===== src/rtl/bram_scan_sequencer.sv =====
// Purpose: sole master of the pattern ROM address port; walks it and streams each word out on valid/ready.
// Latency: first word valid 2 cycles after the start-sampling edge (READ_LATENCY=1); a word every 3 + PACE_CYCLES cycles.
// Backpressure: the presented word is held stable until out_ready, and no new ROM read is issued meanwhile.
module bram_scan_sequencer #(
    parameter int DEPTH        = 10,
    parameter int ADDR_W       = 4,
    parameter int DATA_W       = 4,
    parameter int READ_LATENCY = 1,
    parameter int PACE_CYCLES  = 0,
    parameter int CNT_W        = 8
) (
    input  logic              clk,
    input  logic              rst_n,
    input  logic              start,
    input  logic              loop_en,
    input  logic              abort,
    output logic [ADDR_W-1:0] mem_addr,
    input  logic [DATA_W-1:0] mem_data,
    output logic [DATA_W-1:0] out_data,
    output logic [ADDR_W-1:0] out_index,
    output logic              out_valid,
    input  logic              out_ready,
    output logic              busy,
    output logic              done,
    output logic [CNT_W-1:0]  xfer_count
);

    // Counter widths never drop to zero, even when pacing is disabled.
    localparam int LW = (READ_LATENCY > 1) ? $clog2(READ_LATENCY + 1) : 1;
    localparam int PW = (PACE_CYCLES  > 1) ? $clog2(PACE_CYCLES + 1)  : 1;

    typedef enum logic [2:0] {
        S_IDLE,
        S_ISSUE,
        S_WAIT,
        S_PRESENT,
        S_GAP,
        S_DONE
    } state_t;

    state_t            r_state;
    state_t            w_next;
    logic [ADDR_W-1:0] r_index;
    logic [ADDR_W-1:0] r_mem_addr;
    logic [DATA_W-1:0] r_out_data;
    logic [ADDR_W-1:0] r_out_index;
    logic              r_out_valid;
    logic [CNT_W-1:0]  r_xfer_count;
    logic [LW-1:0]     r_lat;
    logic [PW-1:0]     r_pace;
    logic              w_abort;
    logic              w_xfer;
    logic              w_last;
    logic              w_busy;
    logic              w_done;

    // Abort only matters outside IDLE; it also cancels a same-cycle transfer.
    assign w_abort = abort && (r_state != S_IDLE);
    assign w_xfer  = r_out_valid && out_ready && !w_abort;
    assign w_last  = (r_index == ADDR_W'(DEPTH - 1));

    assign mem_addr   = r_mem_addr;
    assign out_data   = r_out_data;
    assign out_index  = r_out_index;
    assign out_valid  = r_out_valid;
    assign xfer_count = r_xfer_count;
    assign busy       = w_busy;
    assign done       = w_done;

    // State register.
    always_ff @(posedge clk or negedge rst_n) begin
        if (!rst_n) begin
            r_state <= S_IDLE;
        end else begin
            r_state <= w_next;
        end
    end

    // Next-state decode plus state-derived status outputs.
    always_comb begin
        w_next = r_state;
        w_busy = (r_state != S_IDLE);
        w_done = (r_state == S_DONE);
        if (w_abort) begin
            w_next = S_IDLE;
        end else begin
            case (r_state)
                S_IDLE:    if (start) w_next = S_ISSUE;
                S_ISSUE:   w_next = S_WAIT;
                S_WAIT:    if (r_lat == LW'(1)) w_next = S_PRESENT;
                S_PRESENT: begin
                    if (w_xfer) begin
                        if (w_last && !loop_en) begin
                            w_next = S_DONE;
                        end else if (PACE_CYCLES > 0) begin
                            w_next = S_GAP;
                        end else begin
                            w_next = S_ISSUE;
                        end
                    end
                end
                S_GAP:     if (r_pace == PW'(1)) w_next = S_ISSUE;
                S_DONE:    w_next = S_IDLE;
                default:   w_next = S_IDLE;
            endcase
        end
    end

    // Datapath: address walk, ROM capture, output word, transfer counter, latency/pace timers.
    always_ff @(posedge clk or negedge rst_n) begin
        if (!rst_n) begin
            r_index      <= '0;
            r_mem_addr   <= '0;
            r_out_data   <= '0;
            r_out_index  <= '0;
            r_out_valid  <= 1'b0;
            r_xfer_count <= '0;
            r_lat        <= '0;
            r_pace       <= '0;
        end else begin
            case (r_state)
                S_IDLE: begin
                    if (start) begin
                        r_index      <= '0;
                        r_mem_addr   <= '0;
                        r_xfer_count <= '0;
                    end
                end
                S_ISSUE: begin
                    r_lat <= LW'(READ_LATENCY);
                end
                S_WAIT: begin
                    r_lat <= r_lat - 1'b1;
                    if (r_lat == LW'(1)) begin
                        r_out_data  <= mem_data;
                        r_out_index <= r_index;
                        r_out_valid <= 1'b1;
                    end
                end
                S_PRESENT: begin
                    if (w_xfer) begin
                        r_out_valid <= 1'b0;
                        r_pace      <= PW'(PACE_CYCLES);
                        if (r_xfer_count != {CNT_W{1'b1}}) begin
                            r_xfer_count <= r_xfer_count + 1'b1;
                        end
                        if (!w_last) begin
                            r_index    <= r_index + 1'b1;
                            r_mem_addr <= r_index + 1'b1;
                        end else if (loop_en) begin
                            r_index    <= '0;
                            r_mem_addr <= '0;
                        end
                    end
                end
                S_GAP: begin
                    r_pace <= r_pace - 1'b1;
                end
                S_DONE: begin
                    r_index    <= '0;
                    r_mem_addr <= '0;
                end
                default: begin
                end
            endcase
            // Abort overrides whatever the state above scheduled; the count is kept.
            if (w_abort) begin
                r_out_valid <= 1'b0;
                r_mem_addr  <= '0;
                r_index     <= '0;
            end
        end
    end

endmodule


===== config.mk =====
export PLATFORM = sky130hd
export DESIGN_NAME = bram_scan_sequencer
export DESIGN_NICKNAME = d
export VERILOG_FILES = /design/src/rtl/bram_scan_sequencer.sv
export SDC_FILE = /design/constraint.sdc
export NUM_CORES = 1
export LEC_CHECK = 0
export ABC_AREA = 1
export CORE_ASPECT_RATIO = 0.9
export CORE_UTILIZATION = 45
export DETAILED_ROUTE_END_ITERATION = 12
export GPL_TIMING_DRIVEN = 0
export PLACE_DENSITY_LB_ADDON = 0.25
export SLEW_MARGIN = 40
export SYNTH_ARGS = -nofsm -noshare
export SYNTH_HDL_FRONTEND = slang
export SYNTH_SLANG_ARGS = --single-unit

===== constraint.sdc =====
create_clock -name clk -period 3.7 [get_ports clk]
set_input_delay 0.37 -clock clk [delete_from_list [all_inputs] [get_ports clk]]
set_output_delay 0.37 -clock clk [all_outputs]
set_load 0.1 [all_outputs]

Word-level counts from Yosys, hierarchy flattened
Index checks and enable logic that the tools add are counted.

Logic and storage cells: 69. Bits in registers: 26.

Multiplexer cells: 23. Equal/unequal tests: 15. Reduce and logical (&&, ||, !) cells: 19. $add $sub $neg: 4.

Operator list (count): $mux 8 (3); $mux 4 (5); $mux 3 (6); $pmux 8 s2 (1); $pmux 3 s5 (1); $ne 3x3->1 const B (4); $pmux 4 s3 (1); $reduce_and 4->1 (3); $add 8x1->8 const B (1); $ne 8x8->1 const B (1); $eq 3x2->1 const B (2); $eq 3x3->1 const B (2); $ne 2x2->1 const B (3); $pmux 1 s2 (3); $reduce_bool 2->1 (3); $reduce_bool 3->1 (2); $add 4x1->4 const B (1); $eq 4x4->1 const B (1); $logic_and 1x1->1 (4); $ne 4x4->1 const B (1); $reduce_and 2->1 (2); $reduce_bool 4->1 (1); $eq 3x1->1 const B (1); $logic_not 3->1 (1); other kinds (4) (8).

Longest topological paths before layout
Depth after elaboration: 7. Depth in mapped cells: 9.

Worst setup path before layout
Ideal clock, no wire load.

Kind: flip-flop to flip-flop. From: register, netlist name mem_addr[1]. To: register r_mem_addr[0] (netlist: mem_addr[0]). Cell stages (with the launch flop): 9. Setup slack: 1.708 ns. Setup time: 0.123 ns. Arrival time: 1.870 ns. Clock period less this slack: 1.992 ns. Cells stage by stage: dfrtp_1 -> inv_1 -> ha_1 -> nand4_1 -> nor2_8 -> nor2_4 -> nand2_4 -> nand2_1 -> nand2_1.

RTL lines: end signal, assigned (RTL line 149) `r_mem_addr <= r_index + 1'b1;`; end, declared (RTL line 44) `logic [ADDR_W-1:0] r_mem_addr;`.

Worst setup path in the final report
From: register r_state[1]. To: output port done.

Longest elaborated chain between the ends: 1.

Ends and longest elaborated chain: start, declared (RTL line 41) `state_t r_state;`; start signal, assigned (RTL line 75) `r_state <= w_next;`; $eq 3x3->1 (RTL line 83) `w_done = (r_state == S_DONE);`; end, declared (RTL line 24) `output logic done,`.

No other way between the ends.

==> impl_results.md <==
* Outcome: finished, final reports clean
* Share of cells above drive strength 1 at 20.8%
* CP Cell Sequence: inv_1 -> nand3_1 -> inv_1 -> buf_2
* Number of global-route vias before repair at 1109
* Top-area cell type share of the netlist area at 40.9%
* Critical path type: flip-flop to primary output
* Area grow syn2layout at 18.6%
* Fin. max-slew vios at 0
* Initial core utilization at 47.1%
* Clock skew at 0.00315 ns
* Root buffer selected by CTS: clkbuf_8
* CP peak stage delay at 0.47 ns
* Met3 Routed Length at 115 µm
* Final setup vio count at 0
* Ant. Diodes at 0
* Worst path arrival time at 1.50 ns
* Unrepaired setup endpoints after global routing: false
* Cell internal pwr at 582 µW
* Combinational power share at 59.0%
* Hold Fails Final Rpt at 0
* Cts bufs inserted at 3
* CTS Sinks at 26
* Number of DRC markers in iteration 0 at 87
* Clock slew at reported path FFs at 0.09 ns
* Yosys cell types at 25
* Worst-case hold slack at 0.0920 ns
* PortBufs at 32
* Largest net degree at the start of global routing at 27
* Uppermost layer routed: met4
* Worst slew margin at 61.2%
* Top cell type by total area after synthesis: dfrtp_1
* Slew @ Worst Pin at 0.583 ns
* Max cap viols at 0
* DR vias at 1380
* Psw at 773 µW
* First-pass GRT wire length at 5.11 mm
* Cells after Synth at 205
* Total setup buffers inserted after CTS at 0
* Post-Syn Area at 1590 µm²
* YS warnings at 0
* Placed Area at 1850 µm²
* Avg Cell Area, Syn at 7.76 µm²
* Tmin final at 1.87 ns
* #FFs+latches synth at 26
* Post-CTS Resized at 0
* I/O pin cnt at 33
* Drt drc at 0
* Synth Net Count at 218
* Worst path slowest cell: dfrtp_1
* Design area at 1890 µm²
* Most frequent CP cell: inv_1
* Critical Path RT at 3.33 ns
* Routed WL per cell at 10.9 µm
* Sequential element share of the synthesized area at 40.9%
* PD cells at 718 nW/µm²
* Hold buffers post-CTS at 0
* DIE AREA at 3780 µm²
* CTS tree: yes
* Core ar. at 3380 µm²
* Crit Path Max Fanout at 5
* Dpl ws at 1.96 ns
* Tot Pwr at 1350 µW
* Post-Route WL at 3.11 mm
* Nets at 255
* Drt pass-1 iters at 4
* Initial antenna violation count at 0
* Post-route ant nets at 0
* Switching part of the total at 57.0%
* Leak Pwr at 0.00103 µW
* CTS H-tree lvls at 1
* Final setup margin at 1.83 ns
* Min-Delay Path Class: primary input to asynchronous set/reset pin
* Final worst-path cycle share at 50.4%
* Grt ovf at 0
* Longest Clk Path Bufs at 2
* Die extent in x at 64.7 µm
* Setup TNS at 0 ns
* Reg power frac at 29.2%
* Clock Latency Late Sink at 0.27 ns
* GPL Wtd Cong at 0.865
* HPWL after DPL at 2.31 mm
* Std cell rows at 20
* Metal2 WL at 1.45 mm
* All-layer global routing usage at 17.8%
* Fillers at 334
* Max Clk Rate at 0.536 GHz
* Worst vdd ir at 318 µV
* Vias per inst at 4.86
* Area contributors post-synth: dfrtp_1 41%, nand2_1 17%, nand3_1 6.6%
* M1 wire length at 1.51 mm
* Die height at 58.4 µm
* Kind of launch point of the worst setup path: flip-flop
* Setup crit end kind: primary output
* Clock power frac at 11.8%
## per-layer routing
metal / GRT usage (%) / up-vias
met1: 24.0 / 630
met2: 28.7 / 25
met3: 4.07 / 2
met5: 0 / -
li1: - / 723
met4: 5.71 / 0
## synthesized netlist by cell type (all sizes together)
master and instances:
nand2 84, nor2 28, dfrtp 26, nand3 23, inv 20, nand4 6, o21ai 5, a21oi 3
ha 3, o21bai 2, a22oi 1, nand3b 1, nor3b 1, xnor2 1, xor2 1
## flip-flops by register name, indices dropped and copies added, names as in the netlist
signal	count
r_pace	1
out_index	4
xfer_count	8
out_valid	1
r_state	3
out_data	4
mem_addr	4
r_lat	1
## logic make-up (layout without fill, tap and decap cells)
kind of cell	Yosys count	in the layout	share of synthesized area (%)
simple gates	143	143	46.7
flops	26	26	40.9
buf+inv	20	55	4.72
compound gates	11	11	4.17
fa+ha+maj	3	3	2.36
xor+xnor	2	2	1.10
## placed cells by master (no fill, tap or decap), drive strengths merged
master	n
buf	24
o21bai	2
clkbuf	3
a21oi	3
nor2	28
inv	20
clkdlybuf4s50	8
nand3b	1
xor2	1
a22oi	1
dfrtp	26
nor3b	1
o21ai	5
nand3	23
xnor2	1
nand4	6
ha	3
nand2	84
## power by group through the flow
stage	Combinational (µW)	Sequential, µW	Clock (µW)
floorplan	395	670	0
global placement	846	402	0
detailed placement	807	401	0
CTS	807	396	163
global route	852	406	179
finish	800	396	159
## metrics by stage
stage          instances  util [%]
6_report             284      55.9
3_3_place_gp         281      58.2
4_1_cts              284      55.9
2_1_floorplan        205         -
3_5_place_dp         281      54.6
5_1_grt              284      55.9
## area by class of cell
cell class	count	area [µm²]	area share [%]
sequential	26	651	34.5
multi-input combinational	159	865	45.8
clock buffer	3	41.3	2.19
tap	44	55.1	2.92
inverter	20	75.1	3.98
timing repair buffer	32	200	10.6
## path summary, 6_finish.rpt
| kind | end | slack (ns) | startpoint | cells after the start |
|---|---|---|---|---|
| worst max-delay path | done | 1.83 | r_state[1] | 4 |
| worst min-delay path | out_data[0] | 0.09 | rst_n | 1 |
| worst max register to register | out_index[1] | 2.20 | r_state[2] | 8 |
| worst min register to register | out_index[3] | 0.47 | out_index[3] | 2 |
| max in group asynchronous | out_index[1] | 3.23 | rst_n | 1 |
| min in group clk | out_index[3] | 0.47 | out_index[3] | 2 |
## critical path: cells and delay by family (launching register included)
| kind | cells | cell delay, ns |
|---|---|---|
| simple gates | 1 | 0.13 |
| buf+inv | 3 | 0.62 |
| flops | 1 | 0.47 |
Note: power is estimated with default switching activity, not from simulation.
